<file path="config.mk">
export PLATFORM = sky130hd
export DESIGN_NAME = clk_div_multi_flat
export DESIGN_NICKNAME = d
export VERILOG_FILES = /design/src/rtl/clk_div_pkg.sv /design/src/rtl/clk_div_multi_if.sv /design/src/rtl/clk_div_chan.sv /design/src/rtl/clk_div_multi.sv /design/src/flat_wrapper.sv
export SDC_FILE = /design/constraint.sdc
export NUM_CORES = 1
export LEC_CHECK = 0
export CORE_MARGIN = 2
export CORE_UTILIZATION = 32
export CTS_CLUSTER_DIAMETER = 150
export DETAILED_ROUTE_END_ITERATION = 6
export HOLD_SLACK_MARGIN = 0.05
export PLACE_DENSITY = 0.56
export SYNTH_ARGS = -nofsm -noshare
export SYNTH_HDL_FRONTEND = slang
export SYNTH_SLANG_ARGS = --single-unit
</file>
<file path="constraint.sdc">
create_clock -name clk_ref -period 7.8 [get_ports clk_ref]
set_input_delay 0.78 -clock clk_ref [delete_from_list [all_inputs] [get_ports clk_ref]]
set_output_delay 0.78 -clock clk_ref [all_outputs]
set_load 0.02 [all_outputs]
</file>
<file path="src/rtl/clk_div_pkg.sv">
// Shared constants and helpers for the multi-channel clock divider.
package clk_div_pkg;

    localparam int CLK_DIV_MIN_RATIO = 2;
    localparam int CLK_DIV_WIDTH     = 8;
    localparam int CLK_DIV_CHANNELS  = 4;

    // Length of the high phase of one divided period, in clk_ref cycles.
    function automatic logic [31:0] clk_div_half(input logic [31:0] r);
        return r >> 1;
    endfunction

endpackage

</file>
<file path="src/rtl/clk_div_multi_if.sv">
// Channel bundle of the multi-channel divider: per-channel enable/ratio in,
// divided clock, tick and ratio acknowledge out.
interface clk_div_multi_if
    import clk_div_pkg::*;
#(
    parameter int WIDTH    = CLK_DIV_WIDTH,
    parameter int CHANNELS = CLK_DIV_CHANNELS
);

    // No backpressure: enable and ratio are levels sampled on every clk_ref edge;
    // o_ratio_ack is a one-cycle pulse after a differing ratio lands in the active register.
    logic [CHANNELS-1:0]       i_clk_en;
    logic [CHANNELS*WIDTH-1:0] div_ratio;
    logic [CHANNELS-1:0]       o_div_clk;
    logic [CHANNELS-1:0]       o_tick;
    logic [CHANNELS-1:0]       o_ratio_ack;

    modport master (
        output i_clk_en, div_ratio,
        input  o_div_clk, o_tick, o_ratio_ack
    );

    modport slave (
        input  i_clk_en, div_ratio,
        output o_div_clk, o_tick, o_ratio_ack
    );

endinterface

</file>
<file path="src/rtl/clk_div_chan.sv">
// One divider channel: period counter, ratio shadow, bypass mux.
// CLK_DIV_ODD_DUTY50_EN adds a negedge flop that stretches odd-ratio high phases to 50% duty.
module clk_div_chan
    import clk_div_pkg::*;
#(
    parameter int WIDTH = CLK_DIV_WIDTH
) (
    input  logic             clk_ref,
    input  logic             rst,
    input  logic             i_clk_en,
    input  logic [WIDTH-1:0] i_ratio,
    output logic             o_div_clk,
    output logic             o_tick,
    output logic             o_ratio_ack
);

    logic [WIDTH-1:0] r_act;
    logic [WIDTH-1:0] r_cnt;
    logic             r_div_clk;
    logic             r_tick;
    logic             r_ack;
    logic             r_en;

    logic             w_run;
    logic             w_count;
    logic             w_wrap;
    logic [WIDTH-1:0] w_half;
    logic             w_div_out;

    assign w_run   = i_clk_en && (r_act >= WIDTH'(CLK_DIV_MIN_RATIO));
    // Counting waits one edge after enable is first seen, so the first rise lands one edge later.
    assign w_count = w_run && r_en;
    assign w_wrap  = (r_cnt == (r_act - WIDTH'(1)));
    assign w_half  = WIDTH'(clk_div_half(32'(r_act)));

    always_ff @(posedge clk_ref or negedge rst) begin
        if (!rst) begin
            r_act     <= '0;
            r_cnt     <= '0;
            r_div_clk <= 1'b0;
            r_tick    <= 1'b0;
            r_ack     <= 1'b0;
            r_en      <= 1'b0;
        end else begin
            r_en  <= i_clk_en;
            r_ack <= 1'b0;
            if (w_count) begin
                r_div_clk <= (r_cnt < w_half);
                r_tick    <= (r_cnt == '0);
                if (w_wrap) begin
                    r_cnt <= '0;
                    r_act <= i_ratio;
                    r_ack <= (i_ratio != r_act);
                end else begin
                    r_cnt <= r_cnt + WIDTH'(1);
                end
            end else begin
                r_cnt     <= '0;
                r_div_clk <= 1'b0;
                r_tick    <= 1'b0;
                if (!w_run) begin
                    r_act <= i_ratio;
                    r_ack <= (i_ratio != r_act);
                end
            end
        end
    end

`ifdef CLK_DIV_ODD_DUTY50_EN
    logic r_neg;

    always_ff @(negedge clk_ref or negedge rst) begin
        if (!rst) begin
            r_neg <= 1'b0;
        end else begin
            r_neg <= r_div_clk;
        end
    end

    // Holding the high phase across the falling-edge half cycle balances odd ratios.
    assign w_div_out = r_act[0] ? (r_div_clk | r_neg) : r_div_clk;
`else
    assign w_div_out = r_div_clk;
`endif

    assign o_div_clk   = w_run ? w_div_out : clk_ref;
    assign o_tick      = r_tick;
    assign o_ratio_ack = r_ack;

endmodule

</file>
<file path="src/rtl/clk_div_multi.sv">
// Multi-channel integer clock divider: CHANNELS independent clk_div_chan instances.
// Optional odd-ratio 50% duty via CLK_DIV_ODD_DUTY50_EN (handled inside each channel).
module clk_div_multi
    import clk_div_pkg::*;
#(
    parameter int WIDTH    = CLK_DIV_WIDTH,
    parameter int CHANNELS = CLK_DIV_CHANNELS
) (
    input  logic           clk_ref,
    input  logic           rst,
    clk_div_multi_if.slave bus
);

    logic [CHANNELS-1:0] w_div_clk;
    logic [CHANNELS-1:0] w_tick;
    logic [CHANNELS-1:0] w_ack;

    for (genvar k = 0; k < CHANNELS; k++) begin : g_chan
        clk_div_chan #(
            .WIDTH (WIDTH)
        ) u_chan (
            .clk_ref     (clk_ref),
            .rst         (rst),
            .i_clk_en    (bus.i_clk_en[k]),
            .i_ratio     (bus.div_ratio[k*WIDTH +: WIDTH]),
            .o_div_clk   (w_div_clk[k]),
            .o_tick      (w_tick[k]),
            .o_ratio_ack (w_ack[k])
        );
    end

    assign bus.o_div_clk   = w_div_clk;
    assign bus.o_tick      = w_tick;
    assign bus.o_ratio_ack = w_ack;

endmodule

</file>
<file path="src/flat_wrapper.sv">
// flat-port wrapper written by rule: the top's interface ports become plain ports
module clk_div_multi_flat import clk_div_pkg::*;
#(
    parameter int WIDTH    = CLK_DIV_WIDTH,
    parameter int CHANNELS = CLK_DIV_CHANNELS
)
  (clk_ref, rst, bus_i_clk_en, bus_div_ratio, bus_o_div_clk, bus_o_tick, bus_o_ratio_ack);
  clk_div_multi_if #(.WIDTH(WIDTH), .CHANNELS(CHANNELS)) bus_i ();
  input  logic clk_ref;
  input  logic rst;
  input wire logic [$bits(bus_i.i_clk_en)-1:0] bus_i_clk_en;
  input wire logic [$bits(bus_i.div_ratio)-1:0] bus_div_ratio;
  output wire logic [$bits(bus_i.o_div_clk)-1:0] bus_o_div_clk;
  output wire logic [$bits(bus_i.o_tick)-1:0] bus_o_tick;
  output wire logic [$bits(bus_i.o_ratio_ack)-1:0] bus_o_ratio_ack;
  assign bus_i.i_clk_en = bus_i_clk_en;
  assign bus_i.div_ratio = bus_div_ratio;
  assign bus_o_div_clk = bus_i.o_div_clk;
  assign bus_o_tick = bus_i.o_tick;
  assign bus_o_ratio_ack = bus_i.o_ratio_ack;
  clk_div_multi #(.WIDTH(WIDTH), .CHANNELS(CHANNELS)) u_core (.clk_ref(clk_ref), .rst(rst), .bus(bus_i));
endmodule
</file>
==> impl_metrics.yaml, run 1 <==
power_and_ir_drop:
  worst_ir_drop_vdd_mv: 0.103
  p_leak_nw: 2.98
  power_per_cell_area_nw_per_um2: 202
layout:
  fill_cells: 1661
  postLayoutCoreUtil_pct: 38.9
  antenna_cells: 0
  leading_cell_type_in_the_layout_fill_and_taps_excluded: "sky130_fd_sc_hd__dfrtp_1"
  final_cells: 806
  synthToLayoutAreaGrowth_pct: 18.1
  area.sequential_um2: 2000
  drive_gt1_share_pct: 8.87
  nets: 659
  multi_input_area_um2: 3110
  most_used_cells_in_the_layout_excluding_fill_and_tap_cells: "sky130_fd_sc_hd__dfrtp_1, sky130_fd_sc_hd__xor2_1, sky130_fd_sc_hd__inv_1, sky130_fd_sc_hd__clkdlybuf4s50_1, sky130_fd_sc_hd__nor2_1"
global_routing:
  grt_first_pass_wirelength_um: 19600
  first_global_vias: 4022
  grt_antenna_before_repair: 1
  grt_overflow: 0
  grt_start_max_net_pins: 81
  track_usage_pct: 13.6
route:
  dr.first_iter.drc_count: 253
  vias: 3933
  routedWlPerCell_um: 14.0
  antenna_left: 0
  firstDrtPassIters: 4
  viasPerCell: 4.88
  drc_violation_count_after_routing: 0
  routed_wl_um: 11300
setup_path:
  critPathKind: "clk2out"
  worst-path-buf-inv: 3
  critPathMostFrequentCell: "sky130_fd_sc_hd__clkbuf_16"
  worst-endpoint-required_ps: 7020
  critPathArrivalTime_ps: 5000
  critPathCaptureType: "primary output"
  cp_max_fo: 2
  cp_top_family: "buffers and inverters"
  startpoint: "clk_ref"
  critPathMaxStageDelay_ps: 540
  regToRegStartpoint: "u_core.g_chan[1].u_chan.r_act[0]"
  cpMaxStageDelayCell: "sky130_fd_sc_hd__clkdlybuf4s50_1"
  sequence_of_cells_on_the_critical_path: "clkbuf_16, clkbuf_16, mux2_2, clkdlybuf4s50_1"
  setup.worst_path.start_class: "clock port"
logic_synthesis:
  synth.area.top_cells: "sky130_fd_sc_hd__dfrtp_1, sky130_fd_sc_hd__xor2_1, sky130_fd_sc_hd__ha_1"
  synthFlopType: "sky130_fd_sc_hd__dfrtp_1"
  syn_inst: 545
  async_flop_share_pct: 100
  syn-mean-instance-area_um2: 10.1
  yosysSeqAreaShare_pct: 36.4
  synth_warnings: 0
  count_of_flip_flops_with_a_built_in_enable_after_synthesis: 0
  synth_nets: 623
  ys_ff_latch: 80
  netlist_area_um2: 5500
  synth_largest_type_area_fraction_pct: 36.4
  yosysTopAreaCell: "sky130_fd_sc_hd__dfrtp_1"
  post_synthesis_cell_type_count: 54
placement:
  routabilityCongestion: 0.834
  hpwl_um: 8090
  port-buffer-count: 49
  place_inst: 786
job:
  max_cap_violations: 0
timing:
  timing_worst_slew_pin_value_ps: 1030
  number_of_hold_slack_violations_in_the_final_timing_report: 0
  setup_repair_after_global_routing_missed_its_margin: "false"
  final-max-slew-violation-count: 0
  clock_skew_ps: 4.06
  final_total_negative_setup_slack_ps: 0
  slew_headroom_pct: 31.3
  setup_viol_count_final: 0
cts:
  cts.repair.resized: 0
  clk_pin_slew_worst_paths_ps: 60
  clk_latency_ps: 460
  postCtsSetupRepairBufs: 0
  cts_hold_buffers: 0
  cts_tree: "yes"
die:
  die_height_um: 135
  floorplan.io_pins: 50
  fp.dieW_um: 135
  die-area_um2: 18300
  standard_cell_core_area_um2: 16700
  initial_cell_density_of_the_core_pct: 32.9
  num_rows: 47
hold_path:
  hold_class: "in2async"
outcome:
  status: "finished, final reports clean"
## path summary, 6_finish.rpt
check / to / slack, ps / depth (start not counted)
setup reg to reg: u_core.g_chan[1].u_chan.r_act[2] / 5150 / 7
hold reg to reg: u_core.g_chan[3].u_chan.r_cnt[7] / 580 / 2
min in group clk_ref: u_core.g_chan[3].u_chan.r_cnt[7] / 580 / 2
max in group asynchronous: u_core.g_chan[1].u_chan.r_cnt[1] / 6640 / 1
setup / recovery: bus_o_div_clk[3] / 2020 / 4
hold / removal: u_core.g_chan[3].u_chan.o_ratio_ack / 510 / 1
## report_power, final
group	total [mW]	internal (mW)	switching, mW	leakage (nW)
Clock	0.627	0.404	0.223	0.240
Combinational	0.200	0.102	0.0986	1.72
Sequential	0.485	0.439	0.0459	1.02
Total	1.31	0.945	0.367	2.98
## flip-flops by register name, indices dropped and copies added (netlist names)
signal and cells:
u_core.g_chan.u_chan.r_en 4, u_core.g_chan.u_chan.o_tick 4, u_core.g_chan.u_chan.o_ratio_ack 4, u_core.g_chan.u_chan.r_cnt 32, u_core.g_chan.u_chan.r_act 32, u_core.g_chan.u_chan.r_div_clk 4
## worst register-to-register path, cell delays in order, from the launching register on
cell,delay [ps]
sky130_fd_sc_hd__dfrtp_1,460
sky130_fd_sc_hd__inv_1,100
sky130_fd_sc_hd__ha_1,310
sky130_fd_sc_hd__xnor2_1,120
sky130_fd_sc_hd__or3_1,370
sky130_fd_sc_hd__nor4_1,350
sky130_fd_sc_hd__a31o_1,460
sky130_fd_sc_hd__mux2_1,370
## routing by layer
layer  up-vias  share of wire (%)  global-route usage, %
met5         -                  0                      0
met4         0                2.5                   7.70
met3        21                4.7                   3.87
met2        68                 45                   20.2
met1      1914                 48                   17.8
li1       1930                  -                      -
## cell usage after synthesis (all sizes together) (9+ instances only)
master and count:
a21o 11, and3 12, buf 19, clkbuf 9, dfrtp 80, ha 40, inv 52, mux2 27
nand2 10, nand3 34, nor2 43, nor3 10, nor4 18, xnor2 29, xor2 72
## kinds of logic after synthesis
| logic type | share of synthesized area (%) |
|---|---|
| buf+inv | 6.98 |
| flops | 36.4 |
| compound gates | 8.87 |
| xor+xnor | 16.1 |
| mux | 6.21 |
| simple gates | 16.4 |
| fa+ha+maj | 9.10 |
## layout make-up
type | instances | area share, %
Clock buffer | 18 | 5.84
Inverter | 52 | 3.00
Timing Repair Buffer | 45 | 6.90
Clock inverter | 6 | 1.27
Multi-Input combinational cell | 385 | 47.9
Tap cell | 220 | 4.24
Sequential cell | 80 | 30.8
## stage by stage
step / hold WS (ps) / power, mW / instance area [um2] / setup WS [ps]
global placement: 567 / 0.739 / 6070 / 2360
finish: 505 / 1.31 / 6500 / 2020
CTS: 559 / 1.34 / 6500 / 2000
global route: 608 / 1.39 / 6500 / 2000
floorplan: 484 / 0.675 / 5500 / 2730
detailed placement: 569 / 0.743 / 6070 / 2360
Power figures use the tool's default switching activity.
==> run 2: changes to the inputs <==
clock period = 5.9 ns   (was 7.8 ns; I/O delays follow)
==> impl_metrics.yaml, run 2 (same netlist as run 1, synthesis figures left out) <==
setup_path:
  critPathCaptureType: "primary output"
  cpMaxStageDelayCell: "sky130_fd_sc_hd__clkdlybuf4s50_1"
  critPathMostFrequentCell: "sky130_fd_sc_hd__clkbuf_16"
  cp_top_family: "buffers and inverters"
  worst-path-buf-inv: 3
  timing.reg2reg.worst_path_depth: 7
  crit_path_end: "bus_o_div_clk[3]"
  critPathKind: "clk2out"
  setup.worst_path.start_class: "clock port"
  r2r_end: "u_core.g_chan[1].u_chan.r_act[5]"
  sequence_of_cells_on_the_critical_path: "clkbuf_16, clkbuf_16, mux2_2, clkdlybuf4s50_1"
  regToRegStartpoint: "u_core.g_chan[1].u_chan.r_act[0]"
  worst-endpoint-required_ps: 5310
  critPathMaxStageDelay_ps: 550
  critPathArrivalTime_ps: 4030
  path_depth: 4
  cp_max_fo: 2
  regToRegSetupSlack_ps: 3270
  startpoint: "clk_ref"
route:
  vias: 3895
  routedWlPerCell_um: 14.1
  viasPerCell: 4.83
  drc_violation_count_after_routing: 0
  antenna_left: 0
  dr.first_iter.drc_count: 210
  routed_wl_um: 11300
  firstDrtPassIters: 5
layout:
  postLayoutCellArea_um2: 6490
  antenna_cells: 0
  fill_cells: 1653
  nets: 659
  leading_cell_type_in_the_layout_fill_and_taps_excluded: "sky130_fd_sc_hd__dfrtp_1"
  synthToLayoutAreaGrowth_pct: 18.0
  top_regs: "u_core.g_chan.u_chan.r_act (32), u_core.g_chan.u_chan.r_cnt (32)"
  most_used_cells_in_the_layout_excluding_fill_and_tap_cells: "sky130_fd_sc_hd__dfrtp_1, sky130_fd_sc_hd__xor2_1, sky130_fd_sc_hd__inv_1, sky130_fd_sc_hd__clkdlybuf4s50_1, sky130_fd_sc_hd__nor2_1"
  drive_gt1_share_pct: 8.36
global_routing:
  grt_first_pass_wirelength_um: 19300
  grt_overflow: 0
  track_usage_pct: 13.5
  first_global_vias: 3967
  grt_start_max_net_pins: 81
  grt_antenna_before_repair: 1
die:
  num_rows: 47
  floorplan.io_pins: 50
  die-area_um2: 18300
  initial_cell_density_of_the_core_pct: 32.9
  fp.dieW_um: 135
  die_height_um: 135
  standard_cell_core_area_um2: 16700
job:
  max_cap_violations: 0
power_and_ir_drop:
  power_per_cell_area_nw_per_um2: 266
  clockPowerShare_pct: 47.6
  comb_power_share_pct: 15.3
  switching_power_uw: 475
  switching_share_of_total_power_pct: 27.5
  worst_ir_drop_vdd_mv: 0.141
  flop_pwr_share_pct: 37.1
  p_leak_nw: 2.97
  power_report.internal_total_mw: 1.25
timing:
  slew_headroom_pct: 31.5
  setup_viol_count_final: 0
  final-max-slew-violation-count: 0
  timing_worst_slew_pin_value_ps: 1030
  number_of_hold_slack_violations_in_the_final_timing_report: 0
  clock_skew_ps: 5.25
  setup_repair_after_global_routing_missed_its_margin: "false"
  final_total_negative_setup_slack_ps: 0
cts:
  clk_latency_ps: 460
  postCtsSetupRepairBufs: 0
  cts_tree: "yes"
  cts_hold_buffers: 0
  clk_pin_slew_worst_paths_ps: 60
  cts.repair.resized: 0
placement:
  port-buffer-count: 49
  placed_cell_area_um2: 6070
  hpwl_um: 8220
  routabilityCongestion: 0.860
outcome:
  status: "finished, final reports clean"
hold_path:
  hold_class: "in2async"
[run 2: cell types whose count changed in the layout (fill, tap and decap cells not counted), sizes merged]
cell / delta
clkinvlp: -1
clkbuf: +3
clkinv: -2
[run 2: power by group through the flow]
stage | Clock [mW] | Sequential [mW] | Combinational, mW
floorplan | 0.0593 | 0.620 | 0.213
global placement | 0.0656 | 0.650 | 0.261
detailed placement | 0.0656 | 0.651 | 0.266
CTS | 0.858 | 0.642 | 0.269
global route | 0.884 | 0.649 | 0.298
finish | 0.821 | 0.641 | 0.264
[run 2: how the worst min path moves through the flow]
stage                                           from                             endpoint  cells past startpoint
detailed placement  u_core.g_chan[1].u_chan.r_cnt[6]       u_core.g_chan[1].u_chan.o_tick                      1
global placement    u_core.g_chan[1].u_chan.r_cnt[6]       u_core.g_chan[1].u_chan.o_tick                      1
global route                                     rst  u_core.g_chan[3].u_chan.o_ratio_ack                      1
CTS                                              rst  u_core.g_chan[3].u_chan.o_ratio_ack                      1
finish                                           rst  u_core.g_chan[3].u_chan.o_ratio_ack                      1
floorplan                                        rst  u_core.g_chan[0].u_chan.o_ratio_ack                      0
[run 2: per-layer routing]
| metal | part of all wire (%) | track usage (%) | vias to the layer above |
|---|---|---|---|
| met5 | 0 | 0 | - |
| met1 | 48 | 17.4 | 1863 |
| met2 | 44 | 20.0 | 78 |
| met4 | 2.8 | 8.16 | 0 |
| met3 | 4.4 | 3.75 | 24 |
| li1 | - | - | 1930 |
[run 2: stage by stage]
step	utilization, %	hold WS [ps]	setup slack, ps	total power [mW]	instances
after detailed placement	36.4	573	1600	0.983	786
after global routing	38.9	410	1250	1.83	806
after CTS	38.9	360	1250	1.77	806
after global placement	36.4	563	1600	0.977	786
after floorplan	-	294	1970	0.893	545
final	38.9	319	1280	1.73	806
[run 2: layout make-up]
type | instances | area, um2 | share of cell area [%]
Clock buffer | 21 | 390 | 6.02
Clock inverter | 3 | 65.1 | 1.00
Inverter | 52 | 195 | 3.01
Multi-Input combinational cell | 385 | 3110 | 48.0
Sequential cell | 80 | 2000 | 30.8
Tap cell | 220 | 275 | 4.24
Timing Repair Buffer | 45 | 448 | 6.90
